## config.mk

```make
export PLATFORM = sky130hd
export DESIGN_NAME = reset_sequencer_flat
export DESIGN_NICKNAME = d
export VERILOG_FILES = /design/src/rtl/reset_sequencer_pkg.sv /design/src/rtl/reset_sequencer_if.sv /design/src/rtl/reset_sync_chain.sv /design/src/rtl/reset_sequencer.sv /design/src/flat_wrapper.sv
export SDC_FILE = /design/constraint.sdc
export NUM_CORES = 1
export LEC_CHECK = 0
export BUFFER_PORTS_ARGS = -buffer_cell sky130_fd_sc_hd__buf_2
export CAP_MARGIN = 20
export CORE_AREA = 2 2 51 62
export DETAILED_ROUTE_END_ITERATION = 10
export DIE_AREA = 0 0 53 64
export GPL_ROUTABILITY_DRIVEN = 1
export GPL_TIMING_DRIVEN = 1
export SYNTH_ARGS = -nofsm -noshare
export SYNTH_HDL_FRONTEND = slang
export SYNTH_SLANG_ARGS = --single-unit
```

## constraint.sdc

```tcl
create_clock -name clk -period 3.3 [get_ports clk]
set_clock_uncertainty 0.2 [all_clocks]
set_input_delay 0.99 -clock clk [delete_from_list [all_inputs] [get_ports clk]]
set_output_delay 0.99 -clock clk [all_outputs]
set_load 0.01 [all_outputs]
```

## src/rtl/reset_sequencer_pkg.sv

```systemverilog
// Shared types and elaboration-time helpers for the multi-domain reset sequencer.
`timescale 1ns/1ps
package reset_seq_pkg;

  typedef enum logic [2:0] {
    HOLD,
    RELEASE,
    WAIT_READY,
    GAP,
    DONE,
    SHUTDOWN
  } seq_state_t;

  function automatic int max3(input int a, input int b, input int c);
    int m;
    m = (a > b) ? a : b;
    return (m > c) ? m : c;
  endfunction

  // True when every sequencer parameter is within its legal range.
  function automatic bit params_legal(input int n_domains, input int sync_stages,
                                      input int hold_cycles, input int stage_gap,
                                      input int timeout_cycles);
    return (n_domains >= 1) && (sync_stages >= 2) && (hold_cycles >= 1) &&
           (stage_gap >= 1) && (timeout_cycles >= 1);
  endfunction

endpackage

```

## src/rtl/reset_sequencer_if.sv

```systemverilog
// Per-domain reset/ready bundle between the sequencer (master) and the domains it controls (slave).
`timescale 1ns/1ps
interface reset_sequencer_if #(
  parameter int N_DOMAINS = 3
);
  logic [N_DOMAINS-1:0] domain_ready;
  logic                 sw_reset_req;
  logic [N_DOMAINS-1:0] rst_out;
  logic                 seq_done;
  logic                 timeout_err;

  modport master (
    input  domain_ready,
    input  sw_reset_req,
    output rst_out,
    output seq_done,
    output timeout_err
  );

  modport slave (
    output domain_ready,
    output sw_reset_req,
    input  rst_out,
    input  seq_done,
    input  timeout_err
  );
endinterface

```

## src/rtl/reset_sync_chain.sv

```systemverilog
// Reset synchronizer: asserts asynchronously, deasserts STAGES clock edges after reset_async falls.
`timescale 1ns/1ps
module reset_sync_chain #(
  parameter int STAGES = 2
) (
  input  logic clk,
  input  logic reset_async,
  output logic rst_sync
);

  if (STAGES < 2) begin : g_bad_stages
    $error("reset_sync_chain: STAGES must be at least 2");
  end

  logic [STAGES-1:0] chain;

  always_ff @(posedge clk or posedge reset_async) begin
    if (reset_async) begin
      chain <= '1;
    end else begin
      chain <= {chain[STAGES-2:0], 1'b0};
    end
  end

  assign rst_sync = chain[STAGES-1];

endmodule

```

## src/rtl/reset_sequencer.sv

```systemverilog
// Releases N_DOMAINS resets in ascending order after a synchronized system reset,
// waiting on each domain's ready (with timeout) plus a fixed gap; supports orderly shutdown.
`timescale 1ns/1ps
module reset_sequencer
  import reset_seq_pkg::*;
#(
  parameter int N_DOMAINS      = 3,
  parameter int SYNC_STAGES    = 2,
  parameter int HOLD_CYCLES    = 4,
  parameter int STAGE_GAP      = 2,
  parameter int TIMEOUT_CYCLES = 8
) (
  input  logic             clk,
  input  logic             reset_async,
  reset_sequencer_if.master bus
);

  localparam int CNT_MAX = max3(HOLD_CYCLES, STAGE_GAP, TIMEOUT_CYCLES);
  localparam int CW      = $clog2(CNT_MAX + 1);
  localparam int IW      = (N_DOMAINS > 1) ? $clog2(N_DOMAINS) : 1;

  localparam logic [CW-1:0] HOLD_LAST = CW'(HOLD_CYCLES - 1);
  localparam logic [CW-1:0] GAP_LAST  = CW'(STAGE_GAP - 1);
  localparam logic [CW-1:0] TMO_LAST  = CW'(TIMEOUT_CYCLES - 1);
  localparam logic [IW-1:0] IDX_LAST  = IW'(N_DOMAINS - 1);

  if (!params_legal(N_DOMAINS, SYNC_STAGES, HOLD_CYCLES, STAGE_GAP, TIMEOUT_CYCLES)) begin : g_bad_params
    $error("reset_sequencer: illegal parameter set");
  end

  logic                 rst_sync;
  seq_state_t           state;
  logic [CW-1:0]        cnt;
  logic [IW-1:0]        idx;
  logic [IW-1:0]        idx_dn;
  logic [N_DOMAINS-1:0] rst_out_q;
  logic                 seq_done_q;
  logic                 timeout_err_q;

  reset_sync_chain #(
    .STAGES(SYNC_STAGES)
  ) u_sync (
    .clk        (clk),
    .reset_async(reset_async),
    .rst_sync   (rst_sync)
  );

  assign idx_dn = idx - 1'b1;

  // Counter is cleared on every state change, so each state counts its own edges from 0.
  always_ff @(posedge clk or posedge reset_async) begin
    if (reset_async) begin
      state         <= HOLD;
      cnt           <= '0;
      idx           <= '0;
      rst_out_q     <= '1;
      seq_done_q    <= 1'b0;
      timeout_err_q <= 1'b0;
    end else begin
      case (state)
        HOLD: begin
          if (rst_sync) begin
            cnt <= '0;
          end else if (cnt == HOLD_LAST) begin
            cnt   <= '0;
            state <= RELEASE;
          end else begin
            cnt <= cnt + 1'b1;
          end
        end

        RELEASE: begin
          rst_out_q[idx] <= 1'b0;
          cnt            <= '0;
          state          <= WAIT_READY;
        end

        WAIT_READY: begin
          if (bus.domain_ready[idx] || (cnt == TMO_LAST)) begin
            if (!bus.domain_ready[idx]) begin
              timeout_err_q <= 1'b1;
            end
            cnt <= '0;
            if (idx == IDX_LAST) begin
              seq_done_q <= 1'b1;
              state      <= DONE;
            end else begin
              state <= GAP;
            end
          end else begin
            cnt <= cnt + 1'b1;
          end
        end

        GAP: begin
          if (cnt == GAP_LAST) begin
            cnt   <= '0;
            idx   <= idx + 1'b1;
            state <= RELEASE;
          end else begin
            cnt <= cnt + 1'b1;
          end
        end

        // A single-domain design has nothing left to walk down, so it skips SHUTDOWN.
        DONE: begin
          if (bus.sw_reset_req) begin
            rst_out_q[IDX_LAST] <= 1'b1;
            seq_done_q          <= 1'b0;
            timeout_err_q       <= 1'b0;
            idx                 <= IDX_LAST;
            cnt                 <= '0;
            state               <= (N_DOMAINS == 1) ? HOLD : SHUTDOWN;
          end
        end

        SHUTDOWN: begin
          if (cnt == GAP_LAST) begin
            cnt               <= '0;
            idx               <= idx_dn;
            rst_out_q[idx_dn] <= 1'b1;
            if (idx_dn == '0) begin
              state <= HOLD;
            end
          end else begin
            cnt <= cnt + 1'b1;
          end
        end

        default: begin
          cnt   <= '0;
          state <= HOLD;
        end
      endcase
    end
  end

  assign bus.rst_out     = rst_out_q;
  assign bus.seq_done    = seq_done_q;
  assign bus.timeout_err = timeout_err_q;

endmodule

```

## src/flat_wrapper.sv

```systemverilog
// flat-port wrapper written by rule: the top's interface ports become plain ports
module reset_sequencer_flat import reset_seq_pkg::*;
#(
  parameter int N_DOMAINS      = 3,
  parameter int SYNC_STAGES    = 2,
  parameter int HOLD_CYCLES    = 4,
  parameter int STAGE_GAP      = 2,
  parameter int TIMEOUT_CYCLES = 8
)
  (clk, reset_async, bus_domain_ready, bus_sw_reset_req, bus_rst_out, bus_seq_done, bus_timeout_err);
  reset_sequencer_if #(.N_DOMAINS(N_DOMAINS)) bus_i ();
  input  logic clk;
  input  logic reset_async;
  input wire logic [$bits(bus_i.domain_ready)-1:0] bus_domain_ready;
  input wire logic [$bits(bus_i.sw_reset_req)-1:0] bus_sw_reset_req;
  output wire logic [$bits(bus_i.rst_out)-1:0] bus_rst_out;
  output wire logic [$bits(bus_i.seq_done)-1:0] bus_seq_done;
  output wire logic [$bits(bus_i.timeout_err)-1:0] bus_timeout_err;
  assign bus_i.domain_ready = bus_domain_ready;
  assign bus_i.sw_reset_req = bus_sw_reset_req;
  assign bus_rst_out = bus_i.rst_out;
  assign bus_seq_done = bus_i.seq_done;
  assign bus_timeout_err = bus_i.timeout_err;
  reset_sequencer #(.N_DOMAINS(N_DOMAINS), .SYNC_STAGES(SYNC_STAGES), .HOLD_CYCLES(HOLD_CYCLES), .STAGE_GAP(STAGE_GAP), .TIMEOUT_CYCLES(TIMEOUT_CYCLES)) u_core (.clk(clk), .reset_async(reset_async), .bus(bus_i));
endmodule
```

* Word level (Yosys, flattened, before mapping) *
Cells that the tools add are included.

word-level totals
  flip-flop bits (word level) = 16
  input port bits = 6
  output and inout port bits = 5
  word-level logic and storage cells = 88

cells by class
  add/sub/neg operators = 3
  order comparisons = 4
  equality and inequality tests = 18
  mux-type cells = 36
  bitwise gates (word level) = 3
  reductions and logical operators = 16

operators by type and width
  kind                                                 count
  2-to-1 mux 3 bit                                     9
  2-to-1 mux 4 bit                                     5
  case mux 3 bit (6 select lines)                      1
  case mux 4 bit (4 select lines)                      1
  != test 2 x 1 -> 1 bit, second input constant        6
  AND reduction 4 bit                                  3
  2-to-1 mux 1 bit                                     9
  AND reduction 7 bit                                  1
  equality test 3 x 2 -> 1 bit, second input constant  2
  equality test 3 bit, second input constant           2
  < comparator 2 x 3 -> 1 bit, second input constant   2
  2-to-1 mux 2 bit                                     3
  != test 2 bit, second input constant                 3
  case mux 2 bit (3 select lines)                      1
  nonzero test 3 bit                                   2
  adder 4 x 1 -> 4 bit, second input constant          1
  demux 1 bit (select 2 bit)                           2
  equality test 4 x 1 -> 1 bit, second input constant  1
  equality test 4 x 2 -> 1 bit, second input constant  1
  equality test 4 x 3 -> 1 bit, second input constant  1
  >= comparator 2 x 1 -> 1 bit, second input constant  2
  case mux 1 bit (2 select lines)                      2
  case mux 2 bit (2 select lines)                      1
  nonzero test 2 bit                                   2
  other kinds (16)                                     17

* Logic depth before layout (Yosys ltp) *
Gate-level depths: netlist (run 1).

  depth after elaboration = 8
  depth in mapped cells = 7
  mapped depth without buffers = 7

* Modules after synthesis *
A second synthesis (run 1) with hierarchy kept.

unflattened totals
  cell total of the unflattened synthesis = 103
  area, all modules = 978.4 µm²

modules (own cells, without submodules)
  module            instances  cells each  area each (µm²)  sequential area each (µm²)
  reset_sequencer   1          99          918.4            354.1
  reset_sync_chain  1          4           60.1             52.6

* Worst setup path after synthesis (run 1) *
No wires, ideal clock.

  path kind = input to register
  from = input port bus_domain_ready[1]
  to = register u_core.state[0]
  setup time = 0.094 ns
  data arrival time = 1.919 ns
  required time = 3.006 ns
  path slack = 1.087 ns
  stages = 5
  buffers on the path = 0
  cell sequence = mux2_1 > a21oi_2 > a21o_1 > nor4_2 > a221oi_2

between the ends
  longest elaborated chain between the ends = 5

RTL lines
  what                                    RTL line                RTL
  start: declaration                      flat_wrapper.sv:14      input wire logic [$bits(bus_i.domain_ready)-1:0] bus_domain_ready;
  binary-select mux 1 bit (select 2 bit)  reset_sequencer.sv:79   if (bus.domain_ready[idx] || (cnt == TMO_LAST)) begin
  2-to-1 mux 1 bit (implied by the code)  reset_sequencer.sv:79
  logical OR 1 bit                        reset_sequencer.sv:79
  != test 2 x 1 -> 1 bit (no line)        --
  AND reduction 7 bit (no line)           --
  end signal: assignment                  reset_sequencer.sv:113  state <= (N_DOMAINS == 1) ? HOLD : SHUTDOWN;
  end: declaration                        reset_sequencer.sv:32   seq_state_t state;

No other way between the ends. The select of a mux whose other input is x is not followed.
A chain may end at the register's enable or synchronous reset.

* Final worst setup path (run 1) *
  from = register u_core.rst_out_q[2], in the netlist u_core.bus.rst_out[2]
  to = output port bus_rst_out[2]

RTL lines
  what                              RTL line                RTL
  start: declaration                reset_sequencer.sv:36   logic [N_DOMAINS-1:0] rst_out_q;
  start signal: assignment          reset_sequencer.sv:56   rst_out_q <= '1;
  start signal: indexed assignment  reset_sequencer.sv:73   rst_out_q[idx] <= 1'b0;
  start signal: indexed assignment  reset_sequencer.sv:108  rst_out_q[IDX_LAST] <= 1'b1;
  end: declaration                  flat_wrapper.sv:16      output wire logic [$bits(bus_i.rst_out)-1:0] bus_rst_out;

No word-level cell between the ends.

==> metrics, run 1 <==
status finished clean; Post-Synth XOR/XNOR Area under 10%; Worst Path Max Fanout 3; filler cell count 263; Initial Util about two fifths; DRC 0; Pwr per Cell Area approximately 820 mW/mm^2; Total Die Area between 0.003 and 0.004 mm^2; PortBufs 10; fraction of the mapped netlist area in adder cells 7.00%; largest net degree at the start of global routing 17; synth warn 0; Num CTS Buffers 3; part of the Yosys area used for sequential elements 37.9%; synthesized instance count between 100 and 150; Yosys top cell by area dfrtp_1; largest family of logic cells by synthesized area compound AO/OA/AOI/OAI gates; vias post-DR 804; number of hold buffers added after CTS 0; Worst Hold Class flop to flop; Critical Path Max Stage Delay around 0.55 ns; post-cts resize count 0; DIE HEIGHT roughly 64 um; Synth Area in Compound Gates between 20% and 30%; commonest cells in the synthesized netlist 11 x dfrtp_1, 10 x inv_1, 10 x nand2_1, 9 x a21oi_1; post-CTS setup buffer count 0; CP startpoint kind flop; final setup fails 0; mux cell area share after synthesis 3.97%; Nets around 130; Die X between 50 and 60 um; syn_nets between 100 and 150; flip-flop and latch area 407 um^2; vias in the first global route 846; EDFF count, synth 0; antenna fix cells 0; Syn Area/Cell approximately 10 um^2; Worst VDD drop roughly 0.00042 V; top-count cell post-synth dfrtp_1; clk buf depth 2; total grt overflow 0; Post-Synth Simple-Gate Area about 19%; area occupied by multi-input gates 587 um^2; Data required, critical path between 2 and 2.5 ns; # IOs 11; CORE AREA between 0.002 and 0.003 mm^2; initial antenna violation count 0; CP endpoint kind primary output; CTS tree yes; Slew headroom 58.8%; Leak roughly 0.48 nW; post-DP HPWL 1530 um; Fin Setup TNS 0 ns; GPL Wtd Cong 0.936; slowest library cell on the worst path dfstp_2; async set or reset register ratio after synthesis between 90% and 100%; Synth Flop Type dfrtp_1; worst skew pair latency approximately 0.3 ns; htree depth 1; worst hold slack 0.161 ns; Critical Path AT 0.98 ns; CP Buf/Inv Count 1; Synth Cell Area about 0.0011 mm^2; final critical-path share of the clock period roughly two thirds; root buffer cell clkbuf_4; WL/cell ~14 um; clk slew on worst S/H paths about 0.09 ns; Final Total Pwr about 0.95 mW; crit-path cells buf_2; #FFs+latches synth 16; first-pass GRT wire length 3800 um; share of layout cells above drive strength 1 about 28%; Worst Tran Pin Value between 0.6 and 0.7 ns; final WL 2060 um; # Max-Cap Violations 0; FP Rows 21; antenna viol nets, final 0; fin. max-slew vios 0; post-synth top area share between 20 and 30%; router iterations before antenna repair 4; post-synth cell types 40; vias per cell about 5.4; DRT iter0 DRCs 19; main area contributors after synthesis dfrtp_1 26%, dfstp_2 12%, ha_1 7.0%, a21oi_1 4.2%, inv_1 3.5%; critical path class flop to primary output; Clock Sinks 16; RSZ-0062 raised after global routing no; Final min period about 2.2 ns; area delta synth->final 8.17%; All-Layer GR Usage 15.1%; cell family with most CP delay flip-flops; reg-to-reg slack, setup 1.18 ns; Hold Fails Final Rpt 0; Achievable Freq roughly 460 MHz
==> final timing paths <==
path,cells after the start,startpoint,endpoint
max,1,u_core.bus.rst_out[2],bus_rst_out[2]
max in group asynchronous,2,reset_async,u_core.idx[1]
min reg2reg,0,u_core.u_sync.chain[0],u_core.u_sync.chain[1]
min in group asynchronous,2,reset_async,u_core.bus.seq_done
min,0,u_core.u_sync.chain[0],u_core.u_sync.chain[1]
max reg2reg,5,u_core.state[1],u_core.state[0]
==> where the power goes <==
part / leakage (nW) / internal, mW / switching [mW]
Combinational: 0.275 / 0.209 / 0.254
Clock: 0.0210 / 0.0674 / 0.0670
Sequential: 0.185 / 0.255 / 0.103
==> routing by layer <==
| layer | track usage, % | vias up | routed length, um |
|---|---|---|---|
| met5 | 0 | - | 0 |
| li1 | - | 395 | - |
| met1 | 18.5 | 392 | 897 |
| met4 | 7.69 | 0 | 50 |
| met2 | 25.6 | 12 | 1070 |
| met3 | 1.40 | 5 | 46 |
==> state kept, by name, indices dropped and copies added (netlist names) <==
name and count:
u_core.bus.rst_out 3, u_core.cnt 4, u_core.bus.timeout_err 1, u_core.state 3, u_core.bus.seq_done 1, u_core.u_sync.chain 2
u_core.idx 2
==> per-stage QoR <==
stage / worst slack, ns / instances / instance area, um^2 / utilization [%]
final: 1.13 / 150 / 1160 / 42.0
after global routing: 1.02 / 150 / 1160 / 42.0
after CTS: 1.13 / 150 / 1160 / 42.0
after detailed placement: 0.906 / 146 / 1120 / 40.7
after global placement: 0.941 / 146 / 1120 / 40.7
after floorplan: 1.09 / 106 / 1070 / -
==> layout make-up <==
class                   count  area share [%]
flip-flops and latches     16            35.1
clock buffers               4            3.13
well taps                  34            3.67
inverters                  10            3.24
repair buffers             10            4.32
multi-input cells          76            50.6
==> logic make-up (layout without fill, tap and decap cells) <==
group	Yosys count	after routing
AOI/OAI and AO/OA	29	29
DFF	16	16
adders and majority gates	6	6
other	1	1
muxes	4	4
xor gates and xnor gates	2	2
buffers and inverters	14	24
and+or+nand+nor	34	34
==> placed cells by master, fill, tap and decap left out, drive strengths merged <==
master / count
a2111oi: 2
a21o: 2
a21oi: 11
a221oi: 2
a22oi: 1
a311oi: 1
a31oi: 1
and2: 1
and3b: 1
buf: 10
clkbuf: 4
conb: 1
dfrtp: 11
dfstp: 5
ha: 6
inv: 10
mux2: 2
mux2i: 2
nand2: 10
nand2b: 1
nand3: 2
nand3b: 2
nor2: 6
nor2b: 3
nor3: 2
nor3b: 4
nor4: 1
o21ai: 4
o22ai: 2
o2bb2ai: 1
o311ai: 1
o32ai: 1
or3b: 1
xnor2: 2
Note: power is estimated with default switching activity, not from simulation.
==> run 2, diff against run 1 <==
==> constraint.sdc (replaced) <==
create_clock -name clk -period 2.3 [get_ports clk]
set_clock_uncertainty 0.2 [all_clocks]
set_input_delay 0.69 -clock clk [delete_from_list [all_inputs] [get_ports clk]]
set_output_delay 0.69 -clock clk [all_outputs]
set_load 0.01 [all_outputs]
==> run 2 against run 1 <==
Effect of this change:
- design area increased by 3.2%
- sequential power increased by 32%
- setup slack got worse by 0.96 ns
- via count increased by 4.7%
- flip-flop and latch count unchanged
- utilization increased by 1.4 points
- non-clock buffer count increased by 5
- largest cell class unchanged
- global-route usage about the same
- clock power increased by 44%
- sequential share of layout area decreased by 1.1 points
- worst hold slack improved by 0.0015 ns
==> metrics, run 2 (synthesis results as in run 1) <==
status finished clean (unchanged); root buffer cell clkbuf_4 (unchanged); number of hold buffers added after CTS 0 (unchanged); commonest non-fill, non-tap cell in the layout dfrtp_1 (unchanged); Hold Fails Final Rpt 0 (unchanged); Reg-to-Reg End u_core.cnt[2] (was u_core.state[0]); Achievable Freq 469 MHz; Critical Path AT 2.13 ns (was 0.98 ns); vias post-DR 842 (was 804); post-CTS setup buffer count 0 (unchanged); CP endpoint kind flop (was primary output); final WL 2160 um (was 2060 um); CP startpoint kind flop (unchanged); reg-to-reg slack, setup 0.17 ns (was 1.18 ns); Worst Path Max Fanout 5 (was 3); DRT iter0 DRCs 31 (was 19); share of layout cells above drive strength 1 30.6% (was 27.6%); worst hold path startpoint u_core.u_sync.chain[0] (unchanged); hold depth 0 (unchanged); # Max-Cap Violations 0 (unchanged); Total Die Area 0.00339 mm^2 (unchanged); DIE HEIGHT 64 um (unchanged); antenna fix cells 0 (unchanged); FP Rows 21 (unchanged); All-Layer GR Usage 15.1% (about the same); R2R cell count 7 (was 5); Nets 134 (was 129); vias per cell 5.43 (was 5.36); post-DP HPWL 1610 um (was 1530 um); GPL Wtd Cong 0.938 (was 0.936); Hold Path End u_core.u_sync.chain[1] (unchanged); largest net degree at the start of global routing 17 (unchanged); Leak 0.505 nW (was 0.481 nW); RSZ-0062 raised after global routing no (unchanged); max reg flops 4 (unchanged); htree depth 1 (unchanged); first-pass GRT wire length 3800 um (unchanged); final critical-path share of the clock period slightly above 90%; Cell Area, Placed 0.00116 mm^2 (was 0.00112 mm^2); DRC 0 (unchanged); vias in the first global route 887 (was 846); Slew headroom 57.0% (was 58.8%); Worst Tran Pin Value 0.644 ns (was 0.617 ns); largest register by flop count u_core.cnt (unchanged); Critical Path Max Stage Delay 0.42 ns (was 0.55 ns); CTS tree yes (unchanged); crit-path cells inv_1 > ha_1 > nor3b_2 > nor3b_2 > a221oi_2 > o21ai_1 > a21o_1 (was buf_2); router iterations before antenna repair 4 (unchanged); fin. max-slew vios 0 (unchanged); worst skew pair latency 0.29 ns (was 0.30 ns); final setup fails 0 (unchanged); WL/cell 14.0 um (was 13.8 um); Initial Util 38.9% (unchanged); PortBufs 10 (unchanged); Clock Sinks 16 (unchanged); slowest library cell on the worst path a221oi_2 (was dfstp_2); Fin Setup TNS 0 ns (unchanged); area delta synth->final 11.7% (was 8.17%); Pwr per Cell Area 1180 mW/mm^2 (was 823 mW/mm^2); Worst Hold Class flop to flop (unchanged); Num CTS Buffers 3 (unchanged); total grt overflow 0 (unchanged); worst hold slack 0.163 ns (was 0.161 ns); R2R Path Start u_core.cnt[1] (was u_core.state[1]); Final min period roughly 2.1 ns; Die X 53 um (unchanged); clk buf depth 2 (unchanged); Worst VDD drop 0.000683 V (was 0.000424 V); antenna viol nets, final 0 (unchanged); CP Buf/Inv Count 1 (unchanged); most frequent cells in the layout 11 x dfrtp_1, 10 x inv_1, 10 x nand2_1, 10 x buf_2, 9 x a21oi_1 (unchanged); post-cts resize count 0 (unchanged); cell family with most CP delay compound AO/OA/AOI/OAI gates (was flip-flops); CORE AREA 0.00276 mm^2 (unchanged); cell area after layout 0.00120 mm^2 (was 0.00116 mm^2); # IOs 11 (unchanged); initial antenna violation count 0 (unchanged); clk slew on worst S/H paths 0.10 ns (was 0.09 ns); Data required, critical path 2.30 ns (was 2.11 ns); critical path class flop to flop (was flop to primary output); CP most frequent cell nor3b_2
-- run 2: worst register-to-register path, cell delays in order, from the launching register on --
cell	delay [ns]
dfrtp_1	0.41
inv_1	0.08
ha_1	0.13
nor3b_2	0.40
nor3b_2	0.12
a221oi_2	0.42
o21ai_1	0.10
a21o_1	0.18
-- run 2: layout make-up --
class                   instances  area (um^2)
clock buffers                   4         36.3
fillers                       273         1560
inverters                      10         37.5
multi-input cells              76          587
flip-flops and latches         16          407
well taps                      34         42.5
repair buffers                 15         87.6
-- run 2: where the power goes --
group          internal (mW)  switching (mW)
clock                 0.0965          0.0967
combinational          0.339           0.413
sequential             0.364           0.109
-- run 2: worst max path at each step --
stage | start | endpoint | slack (ns) | depth (start not counted)
2_1_floorplan | bus_domain_ready[1] | u_core.state[0] | 0.39 | 5
3_3_place_gp | u_core.cnt[1] | u_core.cnt[2] | 0.21 | 7
3_5_place_dp | u_core.cnt[1] | u_core.cnt[2] | 0.19 | 7
4_1_cts | u_core.cnt[1] | u_core.cnt[2] | 0.18 | 7
5_1_grt | u_core.cnt[1] | u_core.cnt[2] | 0.01 | 7
6_report | u_core.cnt[1] | u_core.cnt[2] | 0.17 | 7
-- run 2: metal layers --
metal / vias to the layer above / GRT usage [%] / part of all wire, %
li1: 403 / - / -
met1: 417 / 17.1 / 42
met2: 16 / 25.2 / 53
met3: 6 / 3.50 / 3.0
met4: 0 / 8.65 / 2.0
met5: - / 0 / 0
-- run 2: stage by stage --
step | worst slack, ns | cells | power [mW] | utilization (%)
final | 0.170 | 155 | 1.42 | 43.4
after global routing | 0.0103 | 155 | 1.54 | 43.4
after CTS | 0.180 | 155 | 1.42 | 43.4
after detailed placement | 0.190 | 151 | 1.23 | 42.1
after global placement | 0.212 | 151 | 1.21 | 42.1
after floorplan | 0.387 | 106 | 1.07 | -
